`config.mk`:
```
export PLATFORM = sky130hd
export DESIGN_NAME = mulinv_mod
export DESIGN_NICKNAME = d
export VERILOG_FILES = /design/src/rtl/mulinv_mod.sv
export SDC_FILE = /design/constraint.sdc
export NUM_CORES = 1
export LEC_CHECK = 0
export CAP_MARGIN = 0
export CORE_MARGIN = 1.5
export CORE_UTILIZATION = 66
export CTS_BUF_LIST = sky130_fd_sc_hd__clkbuf_8
export CTS_CLUSTER_DIAMETER = 40
export DETAILED_ROUTE_END_ITERATION = 6
export GPL_TIMING_DRIVEN = 1
export PLACE_DENSITY = 0.9
export SETUP_SLACK_MARGIN = 0.02
export SLEW_MARGIN = 10
export SYNTH_ARGS = -nofsm -noshare
export SYNTH_HDL_FRONTEND = slang
export SYNTH_SLANG_ARGS = --single-unit
```
`constraint.sdc`:
```
create_clock -name clock -period 17 [get_ports clock]
set_input_delay 1.7 -clock clock [delete_from_list [all_inputs] [get_ports clock]]
set_output_delay 1.7 -clock clock [all_outputs]
set_load 0.01 [all_outputs]
```
`src/rtl/mulinv_mod.sv`:
```
// Multiplicative inverse modulo 65537 (0 encodes 65536), computed as x^65535 by
// square-and-multiply on a single shared modular multiplier.
module mulinv_mod #(
  parameter bit SHORTCUT = 1'b0
) (
  input  logic        clock,
  input  logic        reset_n,
  input  logic        start,
  input  logic [15:0] operand,
  output logic        busy,
  output logic        done,
  output logic [15:0] result
);

  localparam logic [1:0] StIdle = 2'd0;
  localparam logic [1:0] StSqr  = 2'd1;
  localparam logic [1:0] StMul  = 2'd2;
  localparam logic [1:0] StFin  = 2'd3;

  logic [1:0]  state_q, state_d;
  logic [15:0] acc_q, acc_d;
  logic [15:0] base_q, base_d;
  logic [3:0]  cnt_q, cnt_d;
  logic [15:0] result_q, result_d;
  logic        busy_q, busy_d;
  logic        done_q, done_d;

  // Shared multiplier: squares in StSqr, multiplies by the base in StMul.
  logic [15:0] mul_b;
  logic [16:0] ea, eb;
  logic [32:0] prod;
  logic [17:0] diff;
  logic [15:0] mm_res;

  assign mul_b = (state_q == StSqr) ? acc_q : base_q;
  assign ea    = (acc_q == 16'd0) ? 17'h10000 : {1'b0, acc_q};
  assign eb    = (mul_b == 16'd0) ? 17'h10000 : {1'b0, mul_b};
  assign prod  = {16'd0, ea} * {16'd0, eb};

  // 2^16 == -1 (mod 65537), so p mod 65537 == lo - hi, folded back into range.
  assign diff   = {2'b00, prod[15:0]} - {1'b0, prod[32:16]};
  assign mm_res = 16'(diff[17] ? diff + 18'd65537 : diff);

  always_comb begin
    state_d  = state_q;
    acc_d    = acc_q;
    base_d   = base_q;
    cnt_d    = cnt_q;
    result_d = result_q;
    done_d   = 1'b0;
    unique case (state_q)
      StIdle: begin
        // done_q high means this is the done cycle, where start is not taken.
        if (start && !done_q) begin
          base_d = operand;
          acc_d  = operand;
          cnt_d  = 4'd15;
          if (SHORTCUT && (operand <= 16'd1)) state_d = StFin;
          else                                state_d = StSqr;
        end
      end
      StSqr: begin
        acc_d   = mm_res;
        state_d = StMul;
      end
      StMul: begin
        acc_d   = mm_res;
        cnt_d   = cnt_q - 4'd1;
        state_d = (cnt_q == 4'd1) ? StFin : StSqr;
      end
      StFin: begin
        result_d = acc_q;
        done_d   = 1'b1;
        state_d  = StIdle;
      end
      default: state_d = StIdle;
    endcase
    busy_d = (state_d == StSqr) || (state_d == StMul);
  end

  always_ff @(posedge clock) begin
    if (!reset_n) begin
      state_q  <= StIdle;
      acc_q    <= '0;
      base_q   <= '0;
      cnt_q    <= '0;
      result_q <= '0;
      busy_q   <= 1'b0;
      done_q   <= 1'b0;
    end else begin
      state_q  <= state_d;
      acc_q    <= acc_d;
      base_q   <= base_d;
      cnt_q    <= cnt_d;
      result_q <= result_d;
      busy_q   <= busy_d;
      done_q   <= done_d;
    end
  end

  assign busy   = busy_q;
  assign done   = done_q;
  assign result = result_q;

endmodule

```
---- Word level (Yosys, flattened, before mapping) ----
Cells that the tools add are included.
word-level totals
  register bits ........................... 56
  output and inout port bits .............. 18
operators by class
  add/subtract/negate cells ............... 3
  $mul .................................... 1
  equality and inequality tests ........... 7
  mux-type cells .......................... 12
  reduce and logical (&&, ||, !) cells .... 12
operators with widths
  kind                   number
  $mux 16                3
  $mux 17                2
  $mul 17x17->33         1
  $logic_not 16->1       2
  $pmux 16 s2            1
  $sub 16x17->18         1
  $add 16x1->16 const B  1
  $pmux 2 s4             1
  $pmux 4 s2             1
  $eq 2x2->1 const B     3
  $reduce_and 2->1       3
  $eq 2x1->1 const B     2
  $eq 4x1->1 const B     1
  $mux 2                 2
  $mux 4                 1
  $reduce_bool 2->1      2
  $sub 4x1->4 const B    1
  $logic_not 2->1        1
  $ne 2x2->1 const B     1
  $reduce_or 2->1        1
  $logic_and 1x1->1      1
  $logic_not 1->1        1
  $logic_or 1x1->1       1
  $mux 1                 1

---- Depth between registers and ports, before layout ----
Gate-level depths: netlist (run 1).
  word-level depth ........................ 9
  depth in mapped cells ................... 39
  gate-level depth less buffers ........... 36

---- Worst setup path after synthesis (run 1) ----
OpenSTA, ideal clock, no wires.
  kind .................................... register to register
  start ................................... register state_q[1]
  end ..................................... register acc_q[10]
  setup time .............................. 0.132 ns
  arrival ................................. 9.265 ns
  slack ................................... 7.603 ns
  cell stages (with the launch flop) ...... 36
  buffers on the path ..................... 2
  path through ............................ dfxtp_1 -> inv_1 -> ha_1 -> buf_6 -> mux2_4 -> or4_4 -> a21oi_1 -> clkbuf_1 -> and2_1 -> fa_1 -> fa_1 -> fa_1 -> fa_1 -> fa_1 -> inv_1 -> fa_1 -> inv_1 -> ha_1 -> o21a_1 -> o211a_1 -> a221o_1 -> a21oi_1 -> o21ai_0 -> a211o_1 -> a21oi_1 -> xor2_1 -> ha_1 -> and3_1 -> and3_1 -> a22o_1 -> a211o_1 -> o211ai_1 -> nand3_1 -> or2_2 -> o211ai_1 -> o311ai_1
on the way
  longest elaborated chain between the ends .. 9
  elaborated cells between the ends (all ways) .. 15
  those cells by class .................... add/sub (2); mul (1); eq/ne (3); mux (4); reduce/logical (5)
ends and longest elaborated chain
  item                    line    text
  start, declared         20      logic [1:0] state_q, state_d;
  start signal, assigned  83      state_q <= StIdle;
  start signal, assigned  91      state_q <= state_d;
  $eq 2x1->1              35, 51
  $mux 16                 35      assign mul_b = (state_q == StSqr) ? acc_q : base_q;
  $logic_not 16->1        37      assign eb = (mul_b == 16'd0) ? 17'h10000 : {1'b0, mul_b};
  $mux 17                 37
  $mul 17x17->33          38      assign prod = {16'd0, ea} * {16'd0, eb};
  $sub 16x17->18          41      assign diff = {2'b00, prod[15:0]} - {1'b0, prod[32:16]};
  $add 16x1->16           42      assign mm_res = 16'(diff[17] ? diff + 18'd65537 : diff);
  $mux 16                 42
  $pmux 16 s2             51      unique case (state_q)
  end signal, assigned    84      acc_q <= '0;
  end signal, assigned    92      acc_q <= acc_d;
  end, declared           21      logic [15:0] acc_q, acc_d;
Parallel ways exist; a longest one is shown, timed or not.
A chain may end at the register's enable or synchronous reset.

---- Worst setup path after layout (run 1) ----
  start ................................... register state_q[1]
  end ..................................... register acc_q[12]
Same word-level chain as after synthesis.

==> results of run 1 <==
logic make-up after synthesis:
group	after synthesis
and+or+nand+nor	504
buffers and inverters	382
adders and majority gates	354
AOI/OAI and AO/OA	191
DFF	56
xor gates and xnor gates	47
muxes	36
how the worst max path moves through the flow:
stage	end	slack, ns	from
2_1_floorplan	acc_q[10]	7.60	state_q[1]
3_3_place_gp	acc_q[10]	6.25	state_q[1]
3_5_place_dp	acc_q[12]	5.79	state_q[1]
4_1_cts	acc_q[12]	5.76	state_q[0]
5_1_grt	acc_q[15]	5.61	state_q[1]
6_report	acc_q[12]	6.12	state_q[1]
layout make-up:
class,instances,area [um^2]
tap,265,332
timing repair buffer,56,510
sequential,56,1120
clock buffer,5,68.8
fill,1451,5650
clock inverter,3,50.0
multi-input combinational,1132,10600
inverter,311,1170
critical path, delay by kind of cell (launching register included):
family	cells	cell delay [ns]
adders and majority gates	9	4.16
xor gates and xnor gates	1	0.17
DFF	1	0.36
buffers and inverters	3	0.18
muxes	1	0.57
AOI/OAI and AO/OA	13	3.33
and+or+nand+nor	6	1.95
flip-flops by register name (all words and copies together) (netlist names):
register / count
acc_q: 16
state_q: 2
result: 16
cnt_q: 4
done: 1
base_q: 16
busy: 1
metrics by stage:
| stage | hold WS, ns | area [um^2] |
|---|---|---|
| floorplan | 0.434 | 13100 |
| global placement | 0.447 | 13700 |
| detailed placement | 0.449 | 13700 |
| CTS | 0.464 | 13800 |
| global route | 0.490 | 13800 |
| finish | 0.471 | 13800 |
power groups by stage:
stage	sequential [uW]	combinational (uW)	clock, uW
6_report	178	2120	95.4
5_1_grt	180	2330	98.8
3_5_place_dp	180	2040	0
2_1_floorplan	169	1540	0
3_3_place_gp	179	1960	0
4_1_cts	177	2070	94.0
cell usage in the layout (no fill, tap or decap), types with 10 or more instances in the layout:
cell type / n
fa_1: 224
xor2_1: 14
a21o_1: 11
ha_1: 130
nand3_1: 19
nand2_1: 239
buf_4: 20
and3_1: 13
nor3_1: 11
mux2i_1: 20
inv_1: 310
o21ai_0: 37
mux2_2: 13
dfxtp_1: 56
xnor2_1: 33
clkdlybuf4s50_1: 36
nor2_1: 50
nor2b_1: 31
nand4_1: 10
and2_1: 87
nand2b_1: 10
a21oi_1: 68
Yosys cell counts, drive strengths merged, types with 13 or more instances:
library cell,count,area share
o21ai,37,0.014
nand2,240,0.069
a21oi,70,0.027
nor2b,31,0.015
nand3,19,0.0072
fa,224,0.34
mux2,15,0.013
nor2,50,0.014
ha,130,0.12
clkbuf,67,0.019
xnor2,33,0.022
xor2,14,0.0093
mux2i,21,0.016
dfxtp,56,0.085
and3,13,0.0062
inv,311,0.089
and2,87,0.041
routing by layer:
layer	track usage	routed length [um]	vias up
met4	0.220	2460	0
li1	-	-	4878
met5	0	0	-
met2	0.607	16600	631
met3	0.0540	3040	196
met1	0.452	13000	5447
==> metrics.csv, run 1 <==
metric,value,unit
final WL,35200,um
Core Box Area,19500,um^2
n_diodes,0,
first-pass GRT wire length,58400,um
Min-Delay Path Class,register to register,
"Hold Violations, Final",0,
clk slew on worst S/H paths,0.12,ns
R2R setup slack,6.12,ns
Post-Synthesis Cells,1570,
Slew Limit Fails,0,
worst path required time,17.21,ns
hold endpoint,base_q[8],
post-synthesis compound-gate area fraction,0.0916,
Int Power,985,uW
CTS tree,yes,
Vias per Instance,6.10,
number of synthesized register bits,56,
Crit-path slowest cell,ha_1,
P_sw,1410,uW
Hold Buf Count CTS,0,
Finished Layout Cells,1828,
endpoint class of the critical path,register,
pre-CTS WS,5.79,ns
Starting Density,0.674,
PostCTS Resize Cnt,0,
DP Cell Count,1820,
Tmin final,10.88,ns
Max Fclk,0.0919,GHz
sequential power share,0.075,
Die Height,144,um
"slowest stage delay, CP",0.71,ns
num rows,51,
I/O Buffers,36,
peak supply drop,0.000230,V
Max-cap violations,0,
critical path's most frequent cell,fa_1,
register area share after synthesis,0.0854,
Worst slew margin,0.265,
reg2reg path depth,33,
status,completed,
RSZ-0062 raised after global routing,no,
TritonCTS sink count,56,
total setup buffers inserted after CTS,0,
Logic pwr share,0.886,
Clock Path Buffers,2,
hold wc startpoint,base_q[8],
vias,11200,
Power Density,173,nW/um^2
Die ar.,20700,um^2
setup TNS,0,ns
hpwl dp,27000,um
share of post-route cells with drive strength above 1,0.0384,
Hold Path Cell Cnt,2,
final design utilization,0.710,
r2r startpoint,state_q[1],
die width,144,um
vias in the first global route,11700,
number of iterations in the first detailed-routing pass,7,
NumNets Final,1935,
total congestion overflow,0,
root buffer cell,clkbuf_8,
crit path DAT,11.08,ns
TritonCTS Buffers,5,
routability cong.,0.962,
startpoint type of the worst setup path,register,
largest family of logic cells by synthesized area,adder cells,
Clock Skews,0.0136,ns
I/O pin count,37,
prevailing post-synth register cell,dfxtp_1,
clock share of power,0.040,
worst slew pin tran,1.08,ns
synthesis-to-finish area growth,5.28,%
Design Power,2390,uW
synth unique cells,68,
Post-synth EDFFs,0,
Net Sw Frac,0.589,
Leakage,0.00672,uW
mux cell area share after synthesis,0.0295,
Synthesized Nets,1943,
Tot GR Track Use,0.366,
final setup margin,6.12,ns
Synth Area in Simple Gates,0.186,
RR Endpoint,acc_q[12],
mean post-synth cell area,8.36,um^2
final setup fails,0,
Avg WL per Cell,19.2,um
# DRC,0,
XOR/XNOR Fraction of Synth Area,0.0314,
kind of critical path,register to register,
initial drt markers,806,
largest net degree at the start of global routing,47,
synthesized area,13100,um^2
post-route ant nets,0,
fin crit share,0.640,
crit path max fanout,20,
Async SR Flop Fraction,0,
worst-skew pair later-pin latency,0.33,ns
"Warnings, synthesis",0,
H-tree lvl count,2,
antenna violations before repair,1,
Synth Area in Adders,0.466,
(Power assumes the default switching activity.)
==> run 2: changes to the inputs <==
==> constraint.sdc (replaced) <==
create_clock -name clock -period 10.8 [get_ports clock]
set_input_delay 1.08 -clock clock [delete_from_list [all_inputs] [get_ports clock]]
set_output_delay 1.08 -clock clock [all_outputs]
set_load 0.01 [all_outputs]
==> run 2 against run 1 <==
  * Cell count rose by 0.44%
  * Via count up 0.42%
  * Sequential power is 65% higher
  * Setup slack lost 5.5 ns
  * Worst hold slack got worse by 0.0080 ns
  * Fmax increased by 7.1%
  * Global-route usage down 1.1 points
  * Combinational power rose by 58%
  * First-iteration DRC count rose by 23%
  * Wire length decreased by 2.1%
  * Non-clock buffer count rose by 8
  * Sequential share of layout area barely moved
  * Critical path type unchanged
==> metrics.csv, run 2 (synthesis gave the netlist of run 1 again) <==
metric,value,unit,change
setup TNS,0,ns,unchanged
crit path max fanout,18,,was 20
NumNets Final,1943,,was 1935
metal3 WL,3290,um,was 3040 um
design area,13900,um^2,was 13800 um^2
Avg WL per Cell,18.7,um,was 19.2 um
Max-cap violations,0,,unchanged
Vias per Instance,6.10,,about the same
Crit-path slowest cell,or4_4,,was ha_1
routability cong.,1.01,,was 0.962
TritonCTS Buffers,5,,unchanged
antenna violations before repair,0,,was 1
Design Power,3760,uW,was 2390 uW
DP Cell Count,1828,,was 1820
post-route ant nets,0,,unchanged
final setup fails,0,,unchanged
critical path's most frequent cell,fa_1,,unchanged
n_diodes,0,,unchanged
final WL,34400,um,was 35200 um
share of post-route cells with drive strength above 1,0.0426,,was 0.0384
I/O pin count,37,,unchanged
most frequent cells in the layout,"310 x inv_1, 239 x nand2_1, 224 x fa_1",,unchanged
worst-skew pair later-pin latency,0.33,ns,about the same
I/O Buffers,36,,unchanged
RSZ-0062 raised after global routing,no,,unchanged
die width,144,um,unchanged
initial drt markers,988,,was 806
number of iterations in the first detailed-routing pass,6,,was 7
hpwl dp,26900,um,was 27000 um
Hold Buf Count CTS,0,,unchanged
Min-Delay Path Class,register to register,,unchanged
DR WL met2,16500,um,was 16600 um
CP bufs+invs,4,,was 3
post-place instance area,13700,um^2,about the same
num rows,51,,unchanged
met1 wire length,12700,um,was 13000 um
first-pass GRT wire length,57200,um,was 58400 um
Die Height,144,um,unchanged
vias in the first global route,11900,,was 11700
"Hold Violations, Final",0,,unchanged
total setup buffers inserted after CTS,0,,unchanged
vias,11200,,about the same
startpoint type of the worst setup path,register,,unchanged
max layer used,met4,,unchanged
Slew Limit Fails,0,,unchanged
total congestion overflow,0,,unchanged
TritonCTS sink count,56,,unchanged
CP top delay family,adder cells,,unchanged
H-tree lvl count,2,,unchanged
Worst slew margin,0.278,,was 0.265
Max Fclk,0.0985,GHz,was 0.0919 GHz
worst slew pin tran,1.06,ns,was 1.08 ns
Power Density,271,nW/um^2,was 173 nW/um^2
root buffer cell,clkbuf_8,,unchanged
Tot GR Track Use,0.355,,was 0.366
Die ar.,20700,um^2,unchanged
fin crit share,0.940,,was 0.640
clk slew on worst S/H paths,0.10,ns,was 0.12 ns
"slowest stage delay, CP",0.59,ns,was 0.71 ns
Starting Density,0.674,,unchanged
final design utilization,0.712,,was 0.710
worst path required time,11.01,ns,was 17.21 ns
"commonest non-fill, non-tap cell in the layout",inv_1,,unchanged
Core Box Area,19500,um^2,unchanged
kind of critical path,register to register,,unchanged
peak supply drop,0.000516,V,was 0.000230 V
Clock Skews,0.0119,ns,was 0.0136 ns
Tmin final,10.16,ns,was 10.88 ns
Clock Path Buffers,2,,unchanged
Leakage,0.00674,uW,was 0.00672 uW
synthesis-to-finish area growth,5.62,%,was 5.28%
Filler cells,1441,,was 1451
# DRC,0,,unchanged
largest net degree at the start of global routing,47,,unchanged
CTS tree,yes,,unchanged
endpoint class of the critical path,register,,unchanged
crit path DAT,10.36,ns,was 11.08 ns
Finished Layout Cells,1836,,was 1828
status,completed,,unchanged
run 2: worst min-delay path: stages, from the launching register on:
cell and delay [ns]:
dfxtp_1 0.32, nand2_1 0.05, a21oi_1 0.05
run 2: final timing paths:
kind                            cells past startpoint    endpoint  slack [ns]       start
worst max-delay path                               34   acc_q[12]        0.64  state_q[1]
worst min-delay path                                2  base_q[13]        0.46  base_q[13]
worst max register to register                     34   acc_q[12]        0.64  state_q[1]
worst min register to register                      2  base_q[13]        0.46  base_q[13]
run 2: per-layer routing:
metal  vias up  track usage
met4         0        0.181
li1       4892            -
met2       634        0.606
met5         -            0
met1      5516        0.435
met3       157       0.0583
run 2: cell type report:
class                           instances  area (um^2)  area share
Timing Repair Buffer                   64          571      0.0412
Inverter                              311         1170      0.0842
Multi-Input combinational cell       1132        10600       0.763
Clock inverter                          2         15.0     0.00108
Tap cell                              265          332      0.0239
Sequential cell                        56         1120      0.0809
Clock buffer                            6         82.6     0.00596
run 2: per-stage QoR:
step	worst slack, ns	hold slack (ns)
floorplan	1.40	0.434
global placement	0.767	0.446
detailed placement	0.439	0.449
CTS	0.428	0.463
global route	0.148	0.484
finish	0.643	0.463
run 2: power breakdown:
group          internal [uW]  switching [uW]
clock                   52.1            72.7
sequential               242            51.5
combinational           1240            2100
total                   1540            2220
run 2: repair_timing:
action | 4_1_cts | 5_1_grt
endpoints found under the setup margin | 0 | 6
gates resized for setup | 0 | 2
endpoints found under the hold margin | 0 | 0
==> run 3: changes to the inputs <==
--- a/config.mk
+++ b/config.mk
@@ -6,7 +6,7 @@
 export NUM_CORES = 1
 export LEC_CHECK = 0
 export CAP_MARGIN = 0
-export CORE_MARGIN = 1.5
+export CORE_MARGIN = 4
 export CORE_UTILIZATION = 66
 export CTS_BUF_LIST = sky130_fd_sc_hd__clkbuf_8
 export CTS_CLUSTER_DIAMETER = 40
==> constraint.sdc (replaced) <==
create_clock -name clock -period 10.8 [get_ports clock]
set_input_delay 1.08 -clock clock [delete_from_list [all_inputs] [get_ports clock]]
set_output_delay 1.08 -clock clock [all_outputs]
set_load 0.005 [all_outputs]
==> run 3 against run 2 <==
  * Count of clock-buffer cells in the layout fell by 1
  * Setup slack got worse by 0.044 ns
  * Sequential power barely moved
  * Critical endpoint is now acc_q[10]
  * Non-clock buffer count fell by 1
  * Cell count barely moved
  * Design area barely moved
==> metrics.csv, run 3 (synthesis gave the netlist of run 1 again) <==
metric,value,unit,change
peak supply drop,0.000519,V,was 0.000516 V
Min Hold Slack,0.473,ns,was 0.463 ns
Tot GR Track Use,0.325,,was 0.355
I/O pin count,37,,unchanged
met3 GRT Util,0.0641,,was 0.0583
largest net degree at the start of global routing,47,,unchanged
vias in the first global route,11900,,about the same
Core Box Area,19500,um^2,about the same
Die ar.,22200,um^2,was 20700 um^2
post-route ant nets,0,,unchanged
Clock Skews,0.00423,ns,was 0.0119 ns
Slew Limit Fails,0,,unchanged
H-tree lvl count,2,,unchanged
Die Height,149,um,was 144 um
Filler cells,1459,,was 1441
share of post-route cells with drive strength above 1,0.0420,,was 0.0426
fin crit share,0.945,,was 0.940
RSZ-0062 raised after global routing,no,,unchanged
worst-skew pair later-pin latency,0.33,ns,about the same
root buffer cell,clkbuf_8,,unchanged
vias,11100,,was 11200
final WL,34900,um,was 34400 um
final design utilization,0.709,,was 0.712
TritonCTS Buffers,5,,unchanged
pre-CTS WS,0.386,ns,was 0.439 ns
multi-input logic area,10600,um^2,unchanged
n_diodes,0,,unchanged
"Hold Violations, Final",0,,unchanged
antenna violations before repair,2,,was 0
Crit-path slowest cell,or4_4,,unchanged
crit path max fanout,18,,unchanged
clk slew on worst S/H paths,0.10,ns,about the same
first-pass GRT wire length,57600,um,was 57200 um
Vias per Instance,6.03,,was 6.10
kind of critical path,register to register,,unchanged
Design Power,3760,uW,about the same
worst slew pin tran,0.943,ns,was 1.06 ns
critical path's most frequent cell,fa_1,,unchanged
M1 GR Usage,0.402,,was 0.435
GRT busiest layer,met2,,unchanged
# DRC,0,,unchanged
grt met2 use,0.536,,was 0.606
number of iterations in the first detailed-routing pass,6,,unchanged
endpoint class of the critical path,register,,unchanged
Min-Delay Path Class,register to register,,unchanged
most frequent cells in the layout,"310 x inv_1, 239 x nand2_1, 224 x fa_1",,unchanged
hpwl dp,27100,um,was 26900 um
NumNets Final,1942,,was 1943
Power Density,272,nW/um^2,was 271 nW/um^2
Worst slew margin,0.355,,was 0.278
Tmin final,10.20,ns,was 10.16 ns
"slowest stage delay, CP",0.59,ns,about the same
final setup margin,0.599,ns,was 0.643 ns
setup TNS,0,ns,unchanged
Avg WL per Cell,19.0,um,was 18.7 um
startpoint type of the worst setup path,register,,unchanged
Leakage,0.00674,uW,about the same
num rows,51,,unchanged
CTS tree,yes,,unchanged
I/O Buffers,36,,unchanged
total congestion overflow,0,,unchanged
synthesis-to-finish area growth,5.51,%,was 5.62%
initial drt markers,819,,was 988
die width,149,um,was 144 um
worst path required time,11.01,ns,about the same
Starting Density,0.672,,was 0.674
"commonest non-fill, non-tap cell in the layout",inv_1,,unchanged
Max Fclk,0.0980,GHz,was 0.0985 GHz
crit path DAT,10.41,ns,was 10.36 ns
final setup fails,0,,unchanged
status,completed,,unchanged
Clock Path Buffers,2,,unchanged
Max-cap violations,0,,unchanged
routability cong.,0.988,,was 1.01
FF+latch area,1120,um^2,unchanged
TritonCTS sink count,56,,unchanged
[run 3: cell types whose count changed in the layout (fill, tap and decap cells not counted)]
| cell | delta |
|---|---|
| clkinv_4 | +1 |
| clkinvlp_4 | -2 |
| clkbuf_8 | -1 |
| inv_6 | +1 |
| clkinv_2 | +1 |
| buf_4 | -1 |
[run 3: final timing paths]
path	startpoint	endpoint	slack (ns)	cells after the start
setup / recovery	state_q[0]	acc_q[10]	0.60	33
hold / removal	base_q[9]	base_q[9]	0.47	2
setup reg to reg	state_q[0]	acc_q[10]	0.60	33
hold reg to reg	base_q[9]	base_q[9]	0.47	2
[run 3: timing repair]
action,in CTS,in global routing
gates resized for setup,0,2
endpoints found under the setup margin,0,8
hold buffers,0,0
hold endpoints to repair,0,0
setup buffers,0,0
[run 3: area by class of cell]
| type | count | area share |
|---|---|---|
| multi-input combinational | 1132 | 0.763 |
| clock buffer | 5 | 0.00497 |
| sequential | 56 | 0.0810 |
| timing repair buffer | 63 | 0.0407 |
| inverter | 311 | 0.0843 |
| clock inverter | 3 | 0.00163 |
| tap | 265 | 0.0239 |
[run 3: metrics by stage]
step | cells | area, um^2
4_1_cts | 1835 | 13800
3_3_place_gp | 1827 | 13700
6_report | 1835 | 13800
3_5_place_dp | 1827 | 13700
2_1_floorplan | 1570 | 13100
5_1_grt | 1835 | 13800
[run 3: report_power, final]
group          leakage [uW]  internal (uW)  switching [uW]  total (uW)
combinational       0.00623           1240            2100        3350
sequential         0.000458            242            54.5         297
clock             0.0000485           46.7            74.8         121
[run 3: critical path: cells and delay by family, from the launching register on]
kind                     cells  cell delay, ns
AND/OR/NAND/NOR              6            1.89
XOR/XNOR                     1            0.18
buffers and inverters        3            0.35
adder cells (fa/ha/maj)      9            3.79
multiplexers                 1            0.52
AO/OA/AOI/OAI               13            2.90
flip-flops                   1            0.45
[run 3: layer usage]
layer	share of wire	routed length (um)
met1	0.36	12500
met2	0.47	16400
met3	0.11	3900
met4	0.061	2110
met5	0.00037	13
